<file path="src/rtl/dcache_pkg.sv">
// dcache_pkg: shared constants, FSM state encoding and address helpers for the
// D-cache miss controller. DCACHE_WRITE_BUFFER_EN adds the DRAIN state.
package dcache_pkg;

  localparam int ADDR_WIDTH  = 32;
  localparam int INDEX_BITS  = 3;
  localparam int OFFSET_BITS = 2;
  localparam int TAG_BITS    = ADDR_WIDTH - INDEX_BITS - OFFSET_BITS;

  typedef enum logic [2:0] {
    ST_IDLE    = 3'd0,
    ST_RD_REQ  = 3'd1,
    ST_RD_WAIT = 3'd2,
    ST_FILL    = 3'd3,
    ST_WR_REQ  = 3'd4
`ifdef DCACHE_WRITE_BUFFER_EN
    , ST_DRAIN = 3'd5
`endif
  } state_e;

  function automatic logic [INDEX_BITS-1:0] get_index(input logic [ADDR_WIDTH-1:0] addr);
    return INDEX_BITS'(addr >> OFFSET_BITS);
  endfunction

  function automatic logic [TAG_BITS-1:0] get_tag(input logic [ADDR_WIDTH-1:0] addr);
    return TAG_BITS'(addr >> (INDEX_BITS + OFFSET_BITS));
  endfunction

  // Memory only ever sees word addresses.
  function automatic logic [ADDR_WIDTH-1:0] word_align(input logic [ADDR_WIDTH-1:0] addr);
    return (addr >> OFFSET_BITS) << OFFSET_BITS;
  endfunction

endpackage

</file>
<file path="src/rtl/dcache_wbuf.sv">
// dcache_wbuf: single-entry posted store buffer (address, data, full flag),
// instantiated by dcache_miss_ctrl only when DCACHE_WRITE_BUFFER_EN is defined.
module dcache_wbuf #(
  parameter int ADDR_WIDTH = 32,
  parameter int DATA_WIDTH = 32
) (
  input  logic                  clk,
  input  logic                  rst_n,
  input  logic                  push,
  input  logic [ADDR_WIDTH-1:0] push_addr,
  input  logic [DATA_WIDTH-1:0] push_data,
  input  logic                  pop,
  output logic                  full,
  output logic [ADDR_WIDTH-1:0] addr,
  output logic [DATA_WIDTH-1:0] data
);

  logic                  full_reg;
  logic [ADDR_WIDTH-1:0] addr_reg;
  logic [DATA_WIDTH-1:0] data_reg;

  // push only happens while empty and pop only while full, so they never collide
  always_ff @(posedge clk or negedge rst_n) begin
    if (!rst_n) begin
      full_reg <= 1'b0;
      addr_reg <= '0;
      data_reg <= '0;
    end else if (push) begin
      full_reg <= 1'b1;
      addr_reg <= push_addr;
      data_reg <= push_data;
    end else if (pop) begin
      full_reg <= 1'b0;
    end
  end

  assign full = full_reg;
  assign addr = addr_reg;
  assign data = data_reg;

endmodule

</file>
<file path="src/rtl/dcache_miss_ctrl.sv">
// dcache_miss_ctrl: load-miss refill and write-through store controller for a
// direct-mapped one-word-line D-cache. Define DCACHE_WRITE_BUFFER_EN for a posted store buffer.
module dcache_miss_ctrl #(
  parameter int ADDR_WIDTH = 32,
  parameter int DATA_WIDTH = 32,
  parameter int INDEX_BITS = 3,
  parameter int TAG_BITS   = ADDR_WIDTH - INDEX_BITS - 2
) (
  input  logic                  clk,
  input  logic                  rst_n,
  input  logic                  cpu_req_valid,
  input  logic                  cpu_req_we,
  input  logic [ADDR_WIDTH-1:0] cpu_req_addr,
  input  logic [DATA_WIDTH-1:0] cpu_req_wdata,
  input  logic                  cache_hit,
  output logic                  stall,
  output logic                  rdata_valid,
  output logic [DATA_WIDTH-1:0] rdata,
  output logic                  fill_en,
  output logic [INDEX_BITS-1:0] fill_index,
  output logic [TAG_BITS-1:0]   fill_tag,
  output logic [DATA_WIDTH-1:0] fill_data,
  output logic                  mem_req_valid,
  input  logic                  mem_req_ready,
  output logic                  mem_req_we,
  output logic [ADDR_WIDTH-1:0] mem_req_addr,
  output logic [DATA_WIDTH-1:0] mem_req_wdata,
  input  logic                  mem_resp_valid,
  input  logic [DATA_WIDTH-1:0] mem_resp_data
);

  import dcache_pkg::*;

  localparam logic [2:0] S_IDLE    = ST_IDLE;
  localparam logic [2:0] S_RD_REQ  = ST_RD_REQ;
  localparam logic [2:0] S_RD_WAIT = ST_RD_WAIT;
  localparam logic [2:0] S_FILL    = ST_FILL;
  localparam logic [2:0] S_WR_REQ  = ST_WR_REQ;
`ifdef DCACHE_WRITE_BUFFER_EN
  localparam logic [2:0] S_DRAIN   = ST_DRAIN;
`endif

  logic [2:0]            state_reg, state_next;
  logic [ADDR_WIDTH-1:0] addr_reg, addr_next;
  logic [DATA_WIDTH-1:0] data_reg, data_next;
`ifndef DCACHE_WRITE_BUFFER_EN
  logic                  hit_reg, hit_next;
`endif

  logic load_miss, store_req;
  assign load_miss = cpu_req_valid && !cpu_req_we && !cache_hit;
  assign store_req = cpu_req_valid && cpu_req_we;

`ifdef DCACHE_WRITE_BUFFER_EN
  logic                  wb_push, wb_pop, wb_full;
  logic [ADDR_WIDTH-1:0] wb_addr;
  logic [DATA_WIDTH-1:0] wb_data;

  dcache_wbuf #(
    .ADDR_WIDTH(ADDR_WIDTH),
    .DATA_WIDTH(DATA_WIDTH)
  ) u_wbuf (
    .clk       (clk),
    .rst_n     (rst_n),
    .push      (wb_push),
    .push_addr (cpu_req_addr),
    .push_data (cpu_req_wdata),
    .pop       (wb_pop),
    .full      (wb_full),
    .addr      (wb_addr),
    .data      (wb_data)
  );
`endif

  always_comb begin
    state_next    = state_reg;
    addr_next     = addr_reg;
    data_next     = data_reg;
`ifndef DCACHE_WRITE_BUFFER_EN
    hit_next      = hit_reg;
`else
    wb_push       = 1'b0;
    wb_pop        = 1'b0;
`endif
    stall         = 1'b0;
    rdata_valid   = 1'b0;
    rdata         = '0;
    fill_en       = 1'b0;
    fill_index    = '0;
    fill_tag      = '0;
    fill_data     = '0;
    mem_req_valid = 1'b0;
    mem_req_we    = 1'b0;
    mem_req_addr  = '0;
    mem_req_wdata = '0;

    case (state_reg)
      S_IDLE: begin
`ifdef DCACHE_WRITE_BUFFER_EN
        if (load_miss) begin
          stall      = 1'b1;
          addr_next  = cpu_req_addr;
          // an older posted store must reach memory before the refill read
          state_next = wb_full ? S_DRAIN : S_RD_REQ;
        end else if (store_req && !wb_full) begin
          wb_push = 1'b1;
          if (cache_hit) begin
            fill_en    = 1'b1;
            fill_index = get_index(cpu_req_addr);
            fill_tag   = get_tag(cpu_req_addr);
            fill_data  = cpu_req_wdata;
          end
        end else if (wb_full) begin
          stall      = store_req;
          state_next = S_WR_REQ;
        end
`else
        if (load_miss) begin
          stall      = 1'b1;
          addr_next  = cpu_req_addr;
          state_next = S_RD_REQ;
        end else if (store_req) begin
          stall      = 1'b1;
          addr_next  = cpu_req_addr;
          data_next  = cpu_req_wdata;
          hit_next   = cache_hit;
          state_next = S_WR_REQ;
        end
`endif
      end

      S_RD_REQ: begin
        stall         = 1'b1;
        mem_req_valid = 1'b1;
        mem_req_addr  = word_align(addr_reg);
        if (mem_req_ready) state_next = S_RD_WAIT;
      end

      S_RD_WAIT: begin
        stall = 1'b1;
        if (mem_resp_valid) begin
          data_next  = mem_resp_data;
          state_next = S_FILL;
        end
      end

      S_FILL: begin
        fill_en     = 1'b1;
        fill_index  = get_index(addr_reg);
        fill_tag    = get_tag(addr_reg);
        fill_data   = data_reg;
        rdata_valid = 1'b1;
        rdata       = data_reg;
        state_next  = S_IDLE;
      end

      S_WR_REQ: begin
        mem_req_valid = 1'b1;
        mem_req_we    = 1'b1;
`ifdef DCACHE_WRITE_BUFFER_EN
        mem_req_addr  = word_align(wb_addr);
        mem_req_wdata = wb_data;
        // draining in the background: only requests needing the FSM wait
        stall         = load_miss || store_req;
        if (mem_req_ready) begin
          wb_pop     = 1'b1;
          state_next = S_IDLE;
        end
`else
        mem_req_addr  = word_align(addr_reg);
        mem_req_wdata = data_reg;
        stall         = !mem_req_ready;
        if (mem_req_ready) begin
          if (hit_reg) begin
            fill_en    = 1'b1;
            fill_index = get_index(addr_reg);
            fill_tag   = get_tag(addr_reg);
            fill_data  = data_reg;
          end
          state_next = S_IDLE;
        end
`endif
      end

`ifdef DCACHE_WRITE_BUFFER_EN
      S_DRAIN: begin
        stall         = 1'b1;
        mem_req_valid = 1'b1;
        mem_req_we    = 1'b1;
        mem_req_addr  = word_align(wb_addr);
        mem_req_wdata = wb_data;
        if (mem_req_ready) begin
          wb_pop     = 1'b1;
          state_next = S_RD_REQ;
        end
      end
`endif

      default: state_next = S_IDLE;
    endcase
  end

  always_ff @(posedge clk or negedge rst_n) begin
    if (!rst_n) begin
      state_reg <= S_IDLE;
      addr_reg  <= '0;
      data_reg  <= '0;
`ifndef DCACHE_WRITE_BUFFER_EN
      hit_reg   <= 1'b0;
`endif
    end else begin
      state_reg <= state_next;
      addr_reg  <= addr_next;
      data_reg  <= data_next;
`ifndef DCACHE_WRITE_BUFFER_EN
      hit_reg   <= hit_next;
`endif
    end
  end

endmodule

</file>
<file path="config.mk">
export PLATFORM = sky130hd
export DESIGN_NAME = dcache_miss_ctrl
export DESIGN_NICKNAME = d
export VERILOG_FILES = /design/src/rtl/dcache_pkg.sv /design/src/rtl/dcache_wbuf.sv /design/src/rtl/dcache_miss_ctrl.sv
export SDC_FILE = /design/constraint.sdc
export NUM_CORES = 1
export LEC_CHECK = 0
export CAP_MARGIN = 30
export CORE_ASPECT_RATIO = 2
export CORE_MARGIN = 4
export CORE_UTILIZATION = 33
export CTS_BUF_LIST = sky130_fd_sc_hd__clkbuf_8 sky130_fd_sc_hd__clkbuf_16
export DETAILED_ROUTE_END_ITERATION = 6
export PLACE_DENSITY = 0.85
export SKIP_LAST_GASP = 1
export SLEW_MARGIN = 20
export SYNTH_ARGS = -nofsm -noshare
export SYNTH_HDL_FRONTEND = slang
export SYNTH_SLANG_ARGS = --single-unit
</file>
<file path="constraint.sdc">
create_clock -name clk -period 1.6 [get_ports clk]
set_input_delay 0.24 -clock clk [delete_from_list [all_inputs] [get_ports clk]]
set_output_delay 0.24 -clock clk [all_outputs]
set_load 0.02 [all_outputs]
</file>
After elaboration in Yosys (flattened, before gate mapping):

Cells that the tools add are included.

* bitwise operators: 1
* reductions and logical operators: 15
* mux-type cells: 33
* equal/unequal tests: 10

Operators by type and width (count)
* $mux W32: 10
* $pmux W32 S2: 2
* $mux W27: 2
* $pmux W27 S2: 1
* $mux W3: 7
* $pmux W3 S4: 1
* $ne A2 B2 Y1 const B: 5
* $reduce_and A4 Y1: 2
* $mux W1: 7
* $eq A3 B2 Y1 const B: 2
* $pmux W3 S2: 1
* $reduce_bool A2 Y1: 2
* $reduce_or A2 Y1: 2
* $eq A3 B1 Y1 const B: 1
* $eq A3 B3 Y1 const B: 1
* $logic_and A1 B1 Y1: 3
* $logic_not A1 Y1: 3
* $logic_not A3 Y1: 1
* $ne A3 B3 Y1 const B: 1
* $pmux W1 S3: 1
* $reduce_and A3 Y1: 1
* $pmux W1 S2: 1
* $reduce_and A2 Y1: 1
* $not A1 Y1: 1

* flip-flop bits (word level): 68
* logic and storage cells: 63
* input bits: 103
* output and inout port bits: 163

Longest topological paths before layout:

* depth after elaboration: 5
* depth in mapped cells: 7
* gate-level depth less buffers: 5

Least setup slack after synthesis:

No wires, ideal clock.

* path type: register -> output
* start point: reg state_reg[2]
* end point: out fill_data[22]
* slack: -169 ps
* stages on the path, launching flop included: 7
* arrival: 1529 ps
* required time: 1360 ps
* buffers on the path: 3
* cells stage by stage: dfrtp_1 -> buf_2 -> and3b_1 -> clkbuf_1 -> a31o_2 -> buf_2 -> and2_1

* cells in the longest elaborated chain, start to end: 2
* elaborated cells on any way between the ends: 3
* those cells by class: 2 x eq/ne; 1 x mux

Ends and longest elaborated chain
* start, declared: RTL line dcache_miss_ctrl.sv:43 `logic [2:0] state_reg, state_next;`
* start signal, assigned: RTL line dcache_miss_ctrl.sv:212 `state_reg <= state_next;`
* $eq A3 B3 Y1 or $eq A3 B2 Y1 (tied branches): RTL line dcache_miss_ctrl.sv:97 `case (state_reg)`
* $pmux W32 S2 (*): RTL line dcache_miss_ctrl.sv:97
* end, declared: RTL line dcache_miss_ctrl.sv:22 `output logic [DATA_WIDTH-1:0] fill_data,`

Mark *: on every way between the ends. The rest lies on a longest branch, timed or not.

Worst setup path in the final report:

* start point: reg state_reg[0]
* end point: out fill_tag[11]

* cells in the longest elaborated chain, start to end: 2
* elaborated cells on any way between the ends: 3
* those cells by class: 2 x eq/ne; 1 x mux

Ends and longest elaborated chain
* $eq A3 B3 Y1 or $eq A3 B2 Y1 (tied branches): RTL line dcache_miss_ctrl.sv:97
* $pmux W27 S2 (*): RTL line dcache_miss_ctrl.sv:97
* end, declared: RTL line dcache_miss_ctrl.sv:21 `output logic [TAG_BITS-1:0] fill_tag,`

Marks and branches as above.

==> results <==
- The register with the most flip-flops in the layout has 32 of them.
- The clock-pin slew of the registers on the worst-case setup and hold paths is 0.06 ns.
- The checks that failed: negative setup slack.
- Of the cells placed in the final design, the portion with a size suffix greater than 1 is 0.574.
- about 270 I/O pins were placed.
- The floorplan die area is between 10000 and 15000 µm².
- The run finished, with violations left.
- For this run, the number of Yosys warnings is 0.
- Measured along the x axis, the die boundary spans 85.9 µm.
- The number of antenna violations at the first check in global routing is 0.
- Summed over all nets, wire length on met3 after detailed routing comes to 984 µm.
- The library cell with the highest instance count after synthesis is and2_1.
- The share of total power dissipated in combinational logic is 0.637.
- The placement-stage worst setup slack is -0.597 ns.
- The count of max-cap constraint violations is 0.
- In this run, synthesis inferred 0 flip-flops with an integrated enable.
- The maximum number of buffers from clock root to sink is 2.
- The clock tree from TritonCTS is yes.
- The number of standard cells in the layout, taps in and fillers out is 830.
- The final routed wirelength across all metal layers is 18100 µm.
- Data on the critical path is required at its endpoint by between 1 and 1.5 ns.
- The worst hold path class is primary input to async pin.
- For this configuration, the core starts out at a cell density of 0.338.
- The cell area after synthesis is 4010 µm².
- The total met2 wirelength after detailed routing is between 10000 and 15000 µm.
- Each instance of the synthesized netlist takes up on average between 10 and 15 µm².
- The placed cell count is slightly below 800.
- Of all nets on the critical path, the largest fanout is 10.
- The number of buffer cells added on primary ports is 261.
- Setup violations remaining at the end of the flow were counted as 225.
- For the worst setup path, the data arrival time is between 1.5 and 2 ns.
- The via count of the first global-routing pass is between 4000 and 5000.
- The worst setup path is captured at an output pin.
- Of the post-synthesis cell area, the dominant cell type holds 0.412.
- In the final routed layout, each cell accounts on average for around 22 µm.
- By count the netlist is led by 156 x and2_1, 66 x dfrtp_1, 32 x o221a_2, 29 x mux2_4, 26 x nand2b_1.
- Ranked by total cell area, the synthesized netlist is headed by dfrtp_1 41%, and2_1 24%, mux2_4 11%.
- At the later pin of the worst-skew pair, clock insertion delay measures ~0.32 ns.
- On the final layout, the worst clock skew is 0.00433 ns.
- The detail-routed via count per cell is ~4.9.
- Signal routing reaches up to met4.
- Measured in cells, the most critical reg-to-reg path has a length of 7.
- The pin count of the biggest net entering global routing is 38.
- For this run, the detailed router's first-pass iteration total came to 4.
- The first global-routing pass estimated 23600 µm of wire.
- The number of antenna diodes in the final layout is 0.
- For this run, the total global-route usage over all layers was measured as 0.217.
- Of the total power, the share spent switching nets is 0.387.
- The cell sitting at the root of the clock tree is a clkbuf_16.
- Setup repair after global routing could not meet its margin everywhere.
- The floorplan has 56 rows.
- Static timing analysis puts the maximum clock frequency at approximately 480 MHz.
- In this run the power density over the cells is roughly 1900 nW/µm².
- For this block, the initial DRC count from the detailed router was 211.
- The setup slack of the critical path after layout is -0.465 ns.
- The critical path in this run is classified as register to output pin.
- The height of the die is approximately 160 µm.
- The worst-case hold slack is approximately 0.39 ns.
- The vias after detailed routing is around 4100.
- The count of endpoints failing hold in the final timing report was 0.
- The worst register-to-register path has a setup slack of -0.33 ns.
- The final critical-path required period is 2.06 ns.
- The max-slew violation count is 0.
- Dividing the final minimum period by the clock period gives 1.29.
- The HPWL after detailed placement is about 12000 µm.
- The total DRC errors in the routed layout is 0.
- The number of clock sinks is between 60 and 70.
- The register bit count reported by yosys is 66.
- The dominant cell type by area after synthesis is dfrtp_1.
- Across the VDD grid, the largest voltage drop is between 0.001 and 0.0015 V.
- The part of the Yosys area used for sequential elements is 0.412.
- Once detail routing completed, the nets flagged for antenna violations numbered 0.
- The sequential power share is 0.222.
- The wire length on met1 is about 6000 µm.
- Yosys mapped the design onto 30 distinct sky130hd cell types.
- The standard cell core area is 11800 µm².
- After the last flow step, the layout net total stands at 783.
- The final global-route overflow total is 0.
- TritonCTS created 9 clock buffers.
- At the end of routability-driven placement, the weighted congestion stood at between 0.7 and 0.8.
- The worst setup path is launched from a register.
- For this run, asynchronously set or reset flops after synthesis account for 1.00.
- The H-tree depth is 3.
- The layout overhead on the synthesized area is 95.9%.
- In this run the static leakage power is roughly 3.8 nW.
- The switching component of the power is 0.00588 W.
- Synthesis handed over a netlist of roughly 380 instances.
- For this run, the leading register cell type out of synthesis is dfrtp_1.
- The share of total power dissipated in the clock network is 0.141.
- The internal power is between 0.009 and 0.01 W.
-- cells by family after synthesis --
kind of cell / Yosys count / share of synthesized area
AO/OA/AOI/OAI: 40 / 0.105
XOR/XNOR: 2 / 0.00437
buffers and inverters: 36 / 0.0468
flip-flops: 66 / 0.412
multiplexers: 31 / 0.114
other: 1 / 0.000936
AND/OR/NAND/NOR: 199 / 0.317
-- layout make-up --
cell class                      instances  area [µm²]
Fill cell                             945        3990
Timing Repair Buffer                  326        3260
Multi-Input combinational cell        274        2420
Sequential cell                        66        1650
Clock buffer                            9         225
Tap cell                              145         181
Clock inverter                          7        98.8
Inverter                                3        11.3
-- worst max-delay path, stage by stage (launching register included) --
cell and delay, ns:
dfrtp_1 0.42, and3b_2 0.24, a31o_4 0.22, buf_12 0.16
buf_12 0.15, and2_4 0.16, buf_4 0.15
-- stage by stage --
stage	instance area [µm²]	setup TNS (ns)	utilization	total power, W
2_1_floorplan	4200	-1.60	-	0.00777
3_3_place_gp	7080	-82.58	0.598	0.0110
3_5_place_dp	7080	-92.92	0.598	0.0113
4_1_cts	7320	-83.84	0.619	0.0134
5_1_grt	7850	-85.01	0.663	0.0159
6_report	7850	-73.61	0.663	0.0152
-- layout by cell type, fill, tap and decap left out, types with 2 or more instances in the layout --
master / instances
and2_1: 79
and2_4: 77
buf_12: 15
buf_2: 21
buf_4: 97
buf_6: 53
buf_8: 6
bufinv_16: 2
clkbuf_16: 21
clkbuf_2: 21
clkdlybuf4s50_1: 99
conb_1: 2
dfrtp_1: 66
inv_1: 2
inv_6: 3
mux2_2: 2
mux2_4: 29
nand2_1: 2
nand2b_1: 26
nor2_1: 2
o221a_2: 32
or2b_1: 6
-- per-layer routing --
layer | GRT usage | vias up
met5 | 0 | -
met4 | 0.0728 | 0
met3 | 0.0452 | 25
met2 | 0.424 | 176
met1 | 0.219 | 2002
li1 | - | 1862
-- power groups by stage --
stage | clock (W) | combinational (W) | sequential (W)
3_5_place_dp | 0 | 0.00794 | 0.00336
3_3_place_gp | 0 | 0.00775 | 0.00329
2_1_floorplan | 0 | 0.00478 | 0.00299
4_1_cts | 0.00218 | 0.00786 | 0.00334
6_report | 0.00214 | 0.00967 | 0.00338
5_1_grt | 0.00226 | 0.0101 | 0.00351
-- timing repair --
action / in CTS / in global routing
buffers inserted: 8 / 13
endpoints found under the hold margin: 29 / 0
endpoints found under the setup margin: 224 / 225
gates cloned: 4 / 15
hold buffers: 1 / 0
pin swaps: 2 / 9
resized for setup: 517 / 343
-- final timing paths --
| kind | startpoint | to |
|---|---|---|
| setup / recovery | state_reg[0] | fill_tag[11] |
| hold / removal | rst_n | addr_reg[26] |
| setup reg to reg | state_reg[2] | addr_reg[17] |
| hold reg to reg | addr_reg[10] | addr_reg[10] |
| max in group asynchronous | rst_n | addr_reg[6] |
| min in group clk | addr_reg[10] | addr_reg[10] |
Note: power is estimated with default switching activity, not from simulation.
==> RTL edit (config.mk and constraints unchanged) <==
Build with the macro `DCACHE_WRITE_BUFFER_EN` defined.
--- a/src/rtl/dcache_pkg.sv
+++ b/src/rtl/dcache_pkg.sv
@@ -1,5 +1,7 @@
 // dcache_pkg: shared constants, FSM state encoding and address helpers for the
 // D-cache miss controller. DCACHE_WRITE_BUFFER_EN adds the DRAIN state.
+`define DCACHE_WRITE_BUFFER_EN
+
 package dcache_pkg;
 
   localparam int ADDR_WIDTH  = 32;
Formal check against the unedited RTL: not equivalent (a bounded check fails within 4 cycles, from zero or initial values and one cycle with rst_n low).
==> RTL edit against the unedited design <==
The run still ends with setup timing left; via count increased by 48%; sequential share of layout area is 5.4 points higher; total power up 44%; wire length is 55% higher; sequential cell count grew 62; area after synthesis rose by 55%; largest power group unchanged; worst setup slack worse by 0.27 ns; final area rose by 54%; clock power grew 83%.
==> RTL edit: results <==
layout:
  nets: 984
  filler_cell_count: 1267
  final_layout_size_suffix_gt1_share_pct: 61.5
  multi_input_area_sq_um: 3150
route:
  via_per_inst: 5.40
  wl_per_cell_um: 25.3
  drt_iter0_markers: 209
run_status:
  violations: "setup timing"
  status: "finished with violations"
placement:
  pre_cts_ws_ns: -0.786
  place_inst: 989
  hpwl_um: 14700
global_route:
  antenna_found_initial: 1
  grt_pass1_vias: 6227
  grt_first_pass_wirelength_um: 35800
  grt_usage_pct: 22.5
worst_setup_path:
  slowest_delay_ns: 0.45
  crit_fanout: 8
  worstPathArrival_ns: 2.09
  reg2reg_to: "u_wbuf.full"
  reg2regPathDepth: 9
  r2r_setup_slack_ns: -0.25
  r2r-start: "state_reg[1]"
power:
  p_int_uw: 14300
  p_comb_share_pct: 53.9
  comb_cell_power_uw: 11800
synthesis:
  netlist_instances: 484
  yosys-top-cells-count: "dfrtp_1, mux2_2, a22o_1, and2_1, buf_2"
  synth_seq_area_share_pct: 51.5
  netlist_top_cells_area: "dfrtp_1, mux2_2, a22o_1, and2_1, buf_2"
clocking:
  cts_made_buffers: 17
  cts_max_level: 4
  clk_latency_ns: 0.41
sta:
  finalWorstSetupSlack_ns: -0.735
  clock_skew_ns: 0.00943
  setup_viol_count_final: 286
  hold_ws_ns: 0.267
[RTL edit: cell types whose count changed after synthesis, moves of 7 or more]
cell,before,now
buf_2,6,24
mux2_4,29,0
a22o_1,0,93
dfrtp_1,66,128
o221a_2,32,0
clkbuf_1,18,11
mux2_2,2,121
nand2b_1,26,1
and2_1,156,64
[RTL edit: area by class of cell]
| class | instances | area share [%] |
|---|---|---|
| Clock buffer | 19 | 3.74 |
| Multi-Input combinational cell | 311 | 26.0 |
| Tap cell | 216 | 2.23 |
| Inverter | 2 | 0.0619 |
| Timing Repair Buffer | 421 | 40.3 |
| Antenna cell | 1 | 0.0206 |
| Clock inverter | 13 | 1.20 |
| Sequential cell | 128 | 26.4 |
[RTL edit: cell families after synthesis]
family,synth area share (%)
AOI/OAI and AO/OA,13.7
buffers and inverters,3.86
DFF,51.5
muxes,22.4
other,0.0603
and+or+nand+nor,8.45
[RTL edit: what timing repair did]
item / in CTS / in global routing
gates cloned: 18 / 15
hold endpoints to repair: 15 / 0
pin swaps: 12 / 49
setup buffers: 44 / 21
hold buffers: 1 / 0
endpoints found under the setup margin: 285 / 287
resized for setup: 709 / 299
[RTL edit: worst max path at each step]
| stage | from | endpoint |
|---|---|---|
| after floorplan | state_reg[1] | fill_data[0] |
| final | state_reg[1] | mem_req_addr[27] |
| after global routing | state_reg[1] | mem_req_addr[27] |
| after CTS | state_reg[1] | fill_data[30] |
| after detailed placement | cpu_req_we | fill_tag[10] |
| after global placement | cpu_req_we | fill_tag[10] |
[RTL edit: routing by layer]
layer / global-route usage, % / part of all wire, % / up-vias
li1: - / - / 2570
met1: 20.7 / 31 / 3014
met2: 42.8 / 57 / 314
met3: 5.75 / 5.9 / 99
met4: 14.0 / 6.6 / 2
met5: 0 / 0.071 / -
